==> config.mk <==
export PLATFORM = sky130hd
export DESIGN_NAME = data_mem_lsu
export DESIGN_NICKNAME = d
export VERILOG_FILES = /design/src/rtl/data_mem_pkg.sv /design/src/rtl/lsu_lane_align.sv /design/src/rtl/data_mem_lsu.sv
export SDC_FILE = /design/constraint.sdc
export NUM_CORES = 1
export LEC_CHECK = 0
export CAP_MARGIN = 20
export CORE_ASPECT_RATIO = 1.1
export CORE_MARGIN = 4
export CORE_UTILIZATION = 30
export CTS_BUF_LIST = sky130_fd_sc_hd__clkbuf_4
export CTS_CLUSTER_SIZE = 40
export DETAILED_ROUTE_END_ITERATION = 16
export PLACE_DENSITY = 0.63
export SLEW_MARGIN = 20
export SYNTH_ARGS = -nofsm -noshare
export SYNTH_HDL_FRONTEND = slang
export SYNTH_HIERARCHICAL = 1
export SYNTH_SLANG_ARGS = --single-unit
==> constraint.sdc <==
create_clock -name clk -period 2.4 [get_ports clk]
set_input_delay 0.36 -clock clk [delete_from_list [all_inputs] [get_ports clk]]
set_output_delay 0.36 -clock clk [all_outputs]
set_load 0.01 [all_outputs]
==> src/rtl/data_mem_pkg.sv <==
// Shared types and constants for the data-memory load/store unit.
// Holds the access-size encodings, the LSU FSM state enum, the default
// memory latency and the captured-request payload struct.
package data_mem_pkg;

   localparam int unsigned MEM_LAT_DEF = 4;
   localparam int unsigned XLEN        = 32;

   typedef enum logic [1:0] {
      SZ_BYTE = 2'd0,
      SZ_HALF = 2'd1,
      SZ_WORD = 2'd2,
      SZ_RSVD = 2'd3
   } size_e;

   typedef enum logic [1:0] {
      IDLE    = 2'd0,
      LD_WAIT = 2'd1,
      RMW_RD  = 2'd2,
      RMW_WR  = 2'd3
   } state_e;

   // Request fields frozen at acceptance
   typedef struct packed {
      size_e            size;
      logic             is_unsigned;
      logic [1:0]       offset;
      logic [XLEN-1:0]  wdata;
   } lsu_req_t;

   // Reserved size code behaves as a word access
   function automatic size_e norm_size(input logic [1:0] s);
      return (s == 2'd3) ? SZ_WORD : size_e'(s);
   endfunction

endpackage

==> src/rtl/lsu_lane_align.sv <==
// Combinational lane logic for the LSU.
//   size, is_unsigned, offset : captured request attributes (offset already aligned)
//   rd_word                   : word returned by the data memory
//   wdata                     : right-justified store data
//   ld_data_c                 : selected lane, sign/zero extended
//   st_word_c                 : rd_word with the store lanes replaced by wdata
module lsu_lane_align
   import data_mem_pkg::*;
(
   input  size_e       size,
   input  logic        is_unsigned,
   input  logic [1:0]  offset,
   input  logic [31:0] rd_word,
   input  logic [31:0] wdata,
   output logic [31:0] ld_data_c,
   output logic [31:0] st_word_c
);

   logic [7:0]  byte_sel;
   logic [15:0] half_sel;

   // Load lane extract and extension
   always_comb begin
      byte_sel = rd_word[7:0];
      case (offset)
         2'd0:    byte_sel = rd_word[7:0];
         2'd1:    byte_sel = rd_word[15:8];
         2'd2:    byte_sel = rd_word[23:16];
         default: byte_sel = rd_word[31:24];
      endcase
      half_sel = offset[1] ? rd_word[31:16] : rd_word[15:0];

      case (size)
         SZ_BYTE: ld_data_c = {{24{~is_unsigned & byte_sel[7]}}, byte_sel};
         SZ_HALF: ld_data_c = {{16{~is_unsigned & half_sel[15]}}, half_sel};
         default: ld_data_c = rd_word;
      endcase
   end

   // Store merge: only the addressed lanes take new data
   always_comb begin
      st_word_c = rd_word;
      case (size)
         SZ_BYTE: begin
            case (offset)
               2'd0:    st_word_c[7:0]   = wdata[7:0];
               2'd1:    st_word_c[15:8]  = wdata[7:0];
               2'd2:    st_word_c[23:16] = wdata[7:0];
               default: st_word_c[31:24] = wdata[7:0];
            endcase
         end
         SZ_HALF: begin
            if (offset[1]) st_word_c[31:16] = wdata[15:0];
            else           st_word_c[15:0]  = wdata[15:0];
         end
         default: st_word_c = wdata;
      endcase
   end

endmodule

==> src/rtl/data_mem_lsu.sv <==
// Load/store unit between a CPU request port and a pipelined data memory.
// One request outstanding; word stores complete in one cycle, loads wait
// MEM_LAT cycles for read data, byte/half stores do read-modify-write.
//   clk, rst_n                      : clock, async active-low reset
//   req_valid/req_ready             : request handshake (ready only when idle)
//   req_we, req_addr, req_size,
//   req_unsigned, req_wdata         : request payload
//   rsp_valid, rsp_rdata, rsp_err   : one-cycle completion
//   mem_addr, mem_we, mem_din       : memory command (registered)
//   mem_dout                        : memory read data, MEM_LAT cycles after mem_addr
// Build option: define DATA_MEM_LSU_MISALIGN_TRAP_EN to flag misaligned
// half/word accesses with rsp_err instead of forcing them aligned.
// MEM_LAT must be at least 1.
module data_mem_lsu
   import data_mem_pkg::*;
#(
   parameter int unsigned MEM_LAT = MEM_LAT_DEF,
   parameter int unsigned AW      = 10
) (
   input  logic          clk,
   input  logic          rst_n,
   input  logic          req_valid,
   output logic          req_ready,
   input  logic          req_we,
   input  logic [31:0]   req_addr,
   input  logic [1:0]    req_size,
   input  logic          req_unsigned,
   input  logic [31:0]   req_wdata,
   output logic          rsp_valid,
   output logic [31:0]   rsp_rdata,
   output logic          rsp_err,
   output logic [AW-1:0] mem_addr,
   output logic          mem_we,
   output logic [31:0]   mem_din,
   input  logic [31:0]   mem_dout
);

   localparam int unsigned CW = $clog2(MEM_LAT + 1);

   state_e        state;
   logic [CW-1:0] cnt;
   lsu_req_t      req_q;
   logic          ld_rsp_q;
   size_e         req_sz_c;
   logic [1:0]    req_off_c;
   logic          trap_c;
   logic [31:0]   ld_data_c;
   logic [31:0]   st_word_c;
   logic          unused_addr_hi;

   // Word address bits above AW are don't-care
   assign unused_addr_hi = ^req_addr[31:AW+2];

   assign req_ready = (state == IDLE);

   // Effective size and lane offset; half/word drop the sub-lane address bits
   always_comb begin
      req_sz_c = norm_size(req_size);
      case (req_sz_c)
         SZ_BYTE: req_off_c = req_addr[1:0];
         SZ_HALF: req_off_c = {req_addr[1], 1'b0};
         default: req_off_c = 2'b00;
      endcase
   end

`ifdef DATA_MEM_LSU_MISALIGN_TRAP_EN
   logic err_q;

   assign trap_c = ((req_sz_c == SZ_HALF) && req_addr[0]) ||
                   ((req_sz_c == SZ_WORD) && (req_addr[1:0] != 2'b00));

   // Error pulse accompanies the immediate trap response
   always_ff @(posedge clk or negedge rst_n) begin
      if (!rst_n) err_q <= 1'b0;
      else        err_q <= req_valid && req_ready && trap_c;
   end

   assign rsp_err = err_q;
`else
   assign trap_c  = 1'b0;
   assign rsp_err = 1'b0;
`endif

   lsu_lane_align u_lane (
      .size        (req_q.size),
      .is_unsigned (req_q.is_unsigned),
      .offset      (req_q.offset),
      .rd_word     (mem_dout),
      .wdata       (req_q.wdata),
      .ld_data_c   (ld_data_c),
      .st_word_c   (st_word_c)
   );

   // Load data is taken straight from mem_dout in its valid cycle
   assign rsp_rdata = ld_rsp_q ? ld_data_c : 32'h0;

   // Request sequencing; counter marks the cycle read data arrives
   always_ff @(posedge clk or negedge rst_n) begin
      if (!rst_n) begin
         state     <= IDLE;
         cnt       <= '0;
         req_q     <= '0;
         ld_rsp_q  <= 1'b0;
         rsp_valid <= 1'b0;
         mem_we    <= 1'b0;
         mem_addr  <= '0;
         mem_din   <= '0;
      end else begin
         rsp_valid <= 1'b0;
         mem_we    <= 1'b0;
         ld_rsp_q  <= 1'b0;
         case (state)
            IDLE: begin
               if (req_valid) begin
                  if (trap_c) begin
                     rsp_valid <= 1'b1;
                  end else begin
                     req_q    <= '{size: req_sz_c, is_unsigned: req_unsigned,
                                   offset: req_off_c, wdata: req_wdata};
                     mem_addr <= req_addr[AW+1:2];
                     if (!req_we) begin
                        state <= LD_WAIT;
                        cnt   <= CW'(MEM_LAT);
                     end else if (req_sz_c == SZ_WORD) begin
                        mem_we    <= 1'b1;
                        mem_din   <= req_wdata;
                        rsp_valid <= 1'b1;
                     end else begin
                        state <= RMW_RD;
                        cnt   <= CW'(MEM_LAT);
                     end
                  end
               end
            end
            LD_WAIT: begin
               cnt <= cnt - CW'(1);
               if (cnt == CW'(1)) begin
                  state     <= IDLE;
                  rsp_valid <= 1'b1;
                  ld_rsp_q  <= 1'b1;
               end
            end
            RMW_RD: begin
               cnt <= cnt - CW'(1);
               if (cnt == CW'(1)) state <= RMW_WR;
            end
            RMW_WR: begin
               // mem_dout holds the old word this cycle
               mem_we    <= 1'b1;
               mem_din   <= st_word_c;
               rsp_valid <= 1'b1;
               state     <= IDLE;
            end
            default: state <= IDLE;
         endcase
      end
   end

endmodule

==> metrics.txt, run 1 <==
status=finished, violations left; failing checks=setup timing; final setup vio count=26; slowest stage cell, crit path=mux4_2; post-DP HPWL=15000 um; Slew @ Worst Pin=0.726 ns; Setup crit start kind=flip-flop; Chip Height=around 160 um; worst skew pair latency=0.46 ns; Worst slew margin=51.6%; synthesized netlist cell count=543; synth cell count leaders=115 x mux2_2, 87 x dfrtp_1, 39 x and2_1; full die area=about 0.022 mm^2; flop2flop setup slack=0.13 ns; reg2reg path depth=8; setup TNS=-1.06 ns; fmax=399 MHz; Post-DRT Antenna Nets=0; initial antenna violation count=1; CP arrival=between 2 and 2.5 ns; count of final max-slew check failures=0; Leakage=3.68 nW; layout cell share with drive strength beyond 1=41.1%; crit path cell chain=buf_8, buf_12, mux4_2, nor2_2, a211oi_1, and2_1, buf_2; Crit Reg-Reg Endpoint=mem_din[13]$_DFFE_PN0P_; Sink Count=just under 90; Period Utilization, post-route=104%; synth warn=6; total CTS buffers=9; Detailed Route WL=about 20000 um; R2R Path Start=req_q[33]$_DFFE_PN0P_; max cap viols=0; Setup CP Type=reg -> out; cell count along the critical path=7; Async SR Flop Fraction=between 90% and 100%; CP Buf/Inv Count=3; max incr delay on CP=about 0.51 ns; RSZ-0062 raised after global routing=true; main flop type after synthesis=dfrtp_1; PD cells=roughly 1200 mW/mm^2; syn_nets=654; Placer Congestion=between 0.8 and 0.9; IO Pins=181; Final Skew=between 0.015 and 0.02 ns; largest cells by area after synthesis=dfrtp_1 36%, mux2_2 22%, mux2i_1 5.9%; row count=between 50 and 60; pin count of the biggest net entering global routing=51; GR Overflow Total=0; # H-tree levels=3; initial core utilization=between 30% and 40%; Post-synth EDFFs=0; synth unique cells=approximately 50; Final Hold Violating Endpoints=0; final core utilization=roughly 45%; via count=around 5200; Hold Path Class=in -> async; Avg Vias per Cell=around 5.2; Routed WL per cell=just under 20 um; FF+latch count, synth=between 80 and 90; Mean Syn Cell Area=about 11 um^2; Crit. End Element=primary output; Syn-to-layout area delta=44.9%; Top delay family on crit path=multiplexers; drc violations=0; first-pass GRT wire length=around 31000 um; Setup WS post-layout=-0.108 ns; Reg clk slew, reported paths=approximately 0.14 ns; Core Area=a little under 0.02 mm^2; Synth top area share=between 30 and 40%; Die Wd=143 um; CTS root buf=clkbuf_4; DRT iter0 DRCs=approximately 230; CP max FO=6; Final Critical Period=2.51 ns; Seq/Total Area, Yosys=between 30% and 40%; Max clock buf depth=2; Syn Std Cell Area=~0.0060 mm^2; WP data required=roughly 2.0 ns; start point of the critical path=req_q[33]$_DFFE_PN0P_; most common cell in the synthesized netlist=mux2_2; worst setup path endpoint=rsp_rdata[3]; GRT Util Overall=17.6%; CTS tree=done; DRT Pass-1 Iters=4; Post-Place Setup Slack=-0.224 ns; area leader, netlist=dfrtp_1; layout net count=861; number of global-route vias before repair=~5600; IO Port Bufs=~160; layout filler cell count=1807; VDD IR max=0.621 mV
[cells by family after synthesis]
kind of cell	after synthesis	synth area share, %
compound gates	92	12.2
simple gates	140	13.6
fa+ha+maj	8	1.67
other cells	1	0.0627
mux	161	30.9
flops	87	36.4
buf+inv	54	5.19
[layout make-up]
cell class / count / area [um^2] / area share (%)
Antenna cell: 1 / 2.50 / 0.0289
Clock buffer: 10 / 75.1 / 0.866
Clock inverter: 6 / 85.1 / 0.982
Inverter: 10 / 40.0 / 0.462
Multi-Input combinational cell: 404 / 3730 / 43.0
Sequential cell: 87 / 2180 / 25.1
Tap cell: 247 / 309 / 3.57
Timing Repair Buffer: 238 / 2250 / 25.9
[worst min-delay path by stage]
stage                                  to  slack, ns  cells after the start
floorplan              cnt[0]$_DFFE_PN0P_       0.06                      0
CTS                   rsp_valid$_DFF_PN0_       0.44                      2
global route        req_q[33]$_DFFE_PN0P_       0.46                      3
detailed placement       mem_we$_DFF_PN0_       0.41                      1
global placement         mem_we$_DFF_PN0_       0.40                      1
finish                rsp_valid$_DFF_PN0_       0.43                      2
[state kept, by name, indices dropped and copies added (netlist names)]
name and flops:
cnt 3, ld_rsp_q 1, mem_addr 10, mem_din 32
mem_we 1, req_q 37, rsp_valid 1, state 2
[worst register-to-register path, cell delays in order, from the launching register on]
cell and delay (ns):
dfrtp_2 0.46, buf_8 0.15, buf_6 0.13, buf_4 0.22, nor4b_2 0.59, and2_1 0.23
a221o_1 0.12, mux2_2 0.17, mux2_2 0.14
[power by group]
group | internal (mW) | switching, mW | leakage (nW)
Clock | 0.431 | 0.514 | 0.0840
Combinational | 3.83 | 3.12 | 2.56
Sequential | 2.21 | 0.569 | 1.03
Total | 6.48 | 4.20 | 3.68
[routing by layer]
| layer | track usage (%) | up-vias | routed length [um] |
|---|---|---|---|
| li1 | - | 2408 | - |
| met1 | 23.1 | 2600 | 8520 |
| met2 | 29.2 | 201 | 9590 |
| met3 | 3.77 | 35 | 1430 |
| met4 | 5.48 | 0 | 406 |
| met5 | 0 | - | 0 |
[placed cells by master (no fill, tap or decap), types with 14 or more instances in the layout]
master,count
buf_2,28
dfrtp_1,85
nand2_1,31
o221ai_1,16
and2_1,35
clkdlybuf4s50_1,126
nor2b_1,31
mux2i_1,34
o22ai_2,14
mux2_2,115
buf_4,58
[metrics by stage]
step	std cells	area, um^2	hold slack, ns	total power [mW]
floorplan	543	5980	0.0644	6.75
global placement	971	8210	0.396	8.85
detailed placement	971	8210	0.407	9.02
CTS	1001	8540	0.438	10.6
global route	1003	8670	0.460	11.4
finish	1003	8670	0.430	10.7
[repair_timing]
action,4_1_cts,5_1_grt
setup endpoints to repair,33,32
pin swaps,45,13
hold buffers,1,0
hold endpoints to repair,45,0
cloned,4,1
resized for setup,171,29
buffers inserted,9,2
Power figures use the tool's default switching activity.
==> run 2, diff against run 1 <==
CORE_ASPECT_RATIO = not set   (was 1.1)
==> run 2 against run 1 <==
  * The run still ends with setup timing left
  * Final cell count increased by 2.9%
  * Utilization decreased by 0.12 points
  * Combinational power increased by 1%
  * Wire length increased by 6.1%
  * Sequential power about the same
==> metrics.txt, run 2 (synthesis results as in run 1) <==
layout net count=873; Chip Height=149 um; final non-filler cell total=between 1000 and 1500; RSZ-0062 raised after global routing=true; commonest non-fill, non-tap cell in the layout=clkdlybuf4s50_1; fmax=~400 MHz; GR Overflow Total=0; VDD IR max=between 0.4 and 0.5 mV; initial antenna violation count=1; CTS tree=done; Slew @ Worst Pin=approximately 0.69 ns; Setup CP Type=reg -> out; Largest register FFs=37; worst skew pair latency=between 0.4 and 0.5 ns; CTS root buf=clkbuf_4; Avg Vias per Cell=5.13; CP max FO=8; count of final max-slew check failures=0; DRT iter0 DRCs=between 300 and 400; via count=5289; Post-Place Setup Slack=-0.345 ns; Crit. End Element=primary output; max cap viols=0; pin count of the biggest net entering global routing=51; IO Port Bufs=~160; reg2reg path depth=6; Placer Congestion=approximately 0.9; Total Power=around 11 mW; CP Buf/Inv Count=3; row count=between 50 and 60; total placed cells including tap cells=993; first-pass GRT wire length=between 30000 and 40000 um; Hold Path Class=in -> async; top flop regs=req_q: 37 flops, mem_din: 32 flops, mem_addr: 10 flops; final setup vio count=27; Sink Count=slightly below 90; Setup WS post-layout=-0.157 ns; most frequent cells in the layout=126 x clkdlybuf4s50_1, 115 x mux2_2, 85 x dfrtp_1; crit path cell chain=buf_6, mux2_4, a31oi_4, clkbuf_16, o22ai_1, and2_1, buf_2; CP arrival=roughly 2.2 ns; layout cell share with drive strength beyond 1=38.5%; Routed WL per cell=20.5 um; Top delay family on crit path=flip-flops; Max clock buf depth=2; slowest stage cell, crit path=dfrtp_2; Syn-to-layout area delta=45.7%; Setup crit start kind=flip-flop; # H-tree levels=3; R2R Path Start=req_q[35]$_DFFE_PN0P_; failing checks=setup timing; Final Hold Violating Endpoints=0; Leakage=3.73 nW; total CTS buffers=9; full die area=roughly 0.022 mm^2; Core Area=0.0195 mm^2; area post-placement=approximately 0.0083 mm^2; initial core utilization=a little under a third; Reg clk slew, reported paths=around 0.15 ns; DRT Pass-1 Iters=5; PD cells=1240 mW/mm^2; Period Utilization, post-route=107%; Worst slew margin=54.2%; Biggest register=req_q; setup TNS=-2.76 ns; flop2flop setup slack=roughly 0.15 ns; Final Critical Period=2.56 ns; GRT Util Overall=between 10% and 20%; WP data required=~2.0 ns; Final Skew=roughly 0.018 ns; Crit Reg-Reg Endpoint=mem_din[14]$_DFFE_PN0P_; post-DP HPWL=~16000 um; Detailed Route WL=21200 um; Finished Cell Area=~0.0087 mm^2; max incr delay on CP=around 0.48 ns; drc violations=0; IO Pins=181; status=finished, violations left; number of global-route vias before repair=between 5000 and 6000; Die Wd=roughly 150 um; Post-DRT Antenna Nets=0
run 2: final cells by class:
cell class | count | area (um^2)
Antenna cell | 1 | 2.50
Clock buffer | 10 | 75.1
Clock inverter | 5 | 108
Fill cell | 1888 | 10800
Inverter | 10 | 41.3
Multi-Input combinational cell | 404 | 3620
Sequential cell | 87 | 2180
Tap cell | 265 | 332
Timing Repair Buffer | 250 | 2360
run 2: routing by layer:
| metal | vias to the layer above | part of all wire (%) | global-route usage [%] |
|---|---|---|---|
| met5 | - | 0 | 0 |
| met4 | 0 | 1.8 | 4.85 |
| met3 | 29 | 6.6 | 3.31 |
| met2 | 210 | 46 | 29.3 |
| met1 | 2608 | 45 | 25.3 |
| li1 | 2442 | - | - |
run 2: per-stage QoR:
step / hold WS (ns) / utilization [%]
5_1_grt: 0.447 / 44.6
4_1_cts: 0.413 / 43.4
6_report: 0.407 / 44.6
3_5_place_dp: 0.360 / 42.3
3_3_place_gp: 0.357 / 42.3
2_1_floorplan: 0.0644 / -
run 2: power breakdown:
part / internal [mW] / total (mW) / switching [mW]
clock: 0.538 / 1.05 / 0.517
combinational: 3.89 / 7.02 / 3.13
sequential: 2.21 / 2.76 / 0.546
run 2: timing repair:
| action | in CTS | in global routing |
|---|---|---|
| endpoints found under the setup margin | 32 | 39 |
| gates cloned | 3 | 4 |
| gates resized for setup | 132 | 36 |
| hold endpoints to repair | 32 | 0 |
| buffers inserted | 7 | 11 |
| hold buffers | 1 | 0 |
| pin swaps | 5 | 7 |
run 2: worst register-to-register path, stage by stage (launching register included):
cell and delay, ns:
dfrtp_1 0.46, buf_4 0.24, or2_2 0.31, a21oi_1 0.57, a221o_1 0.33, mux2_2 0.16
mux2_2 0.13
run 2: how the worst max path moves through the flow:
stage                          startpoint                      to  depth (start not counted)
finish              req_q[33]$_DFFE_PN0P_           rsp_rdata[18]                          7
detailed placement           mem_dout[15]            rsp_rdata[7]                          6
global placement             mem_dout[15]            rsp_rdata[7]                          6
global route        req_q[33]$_DFFE_PN0P_           rsp_rdata[16]                          7
floorplan           req_q[33]$_DFFE_PN0P_  mem_din[0]$_DFFE_PN0P_                          7
CTS                 req_q[33]$_DFFE_PN0P_           rsp_rdata[12]                          9
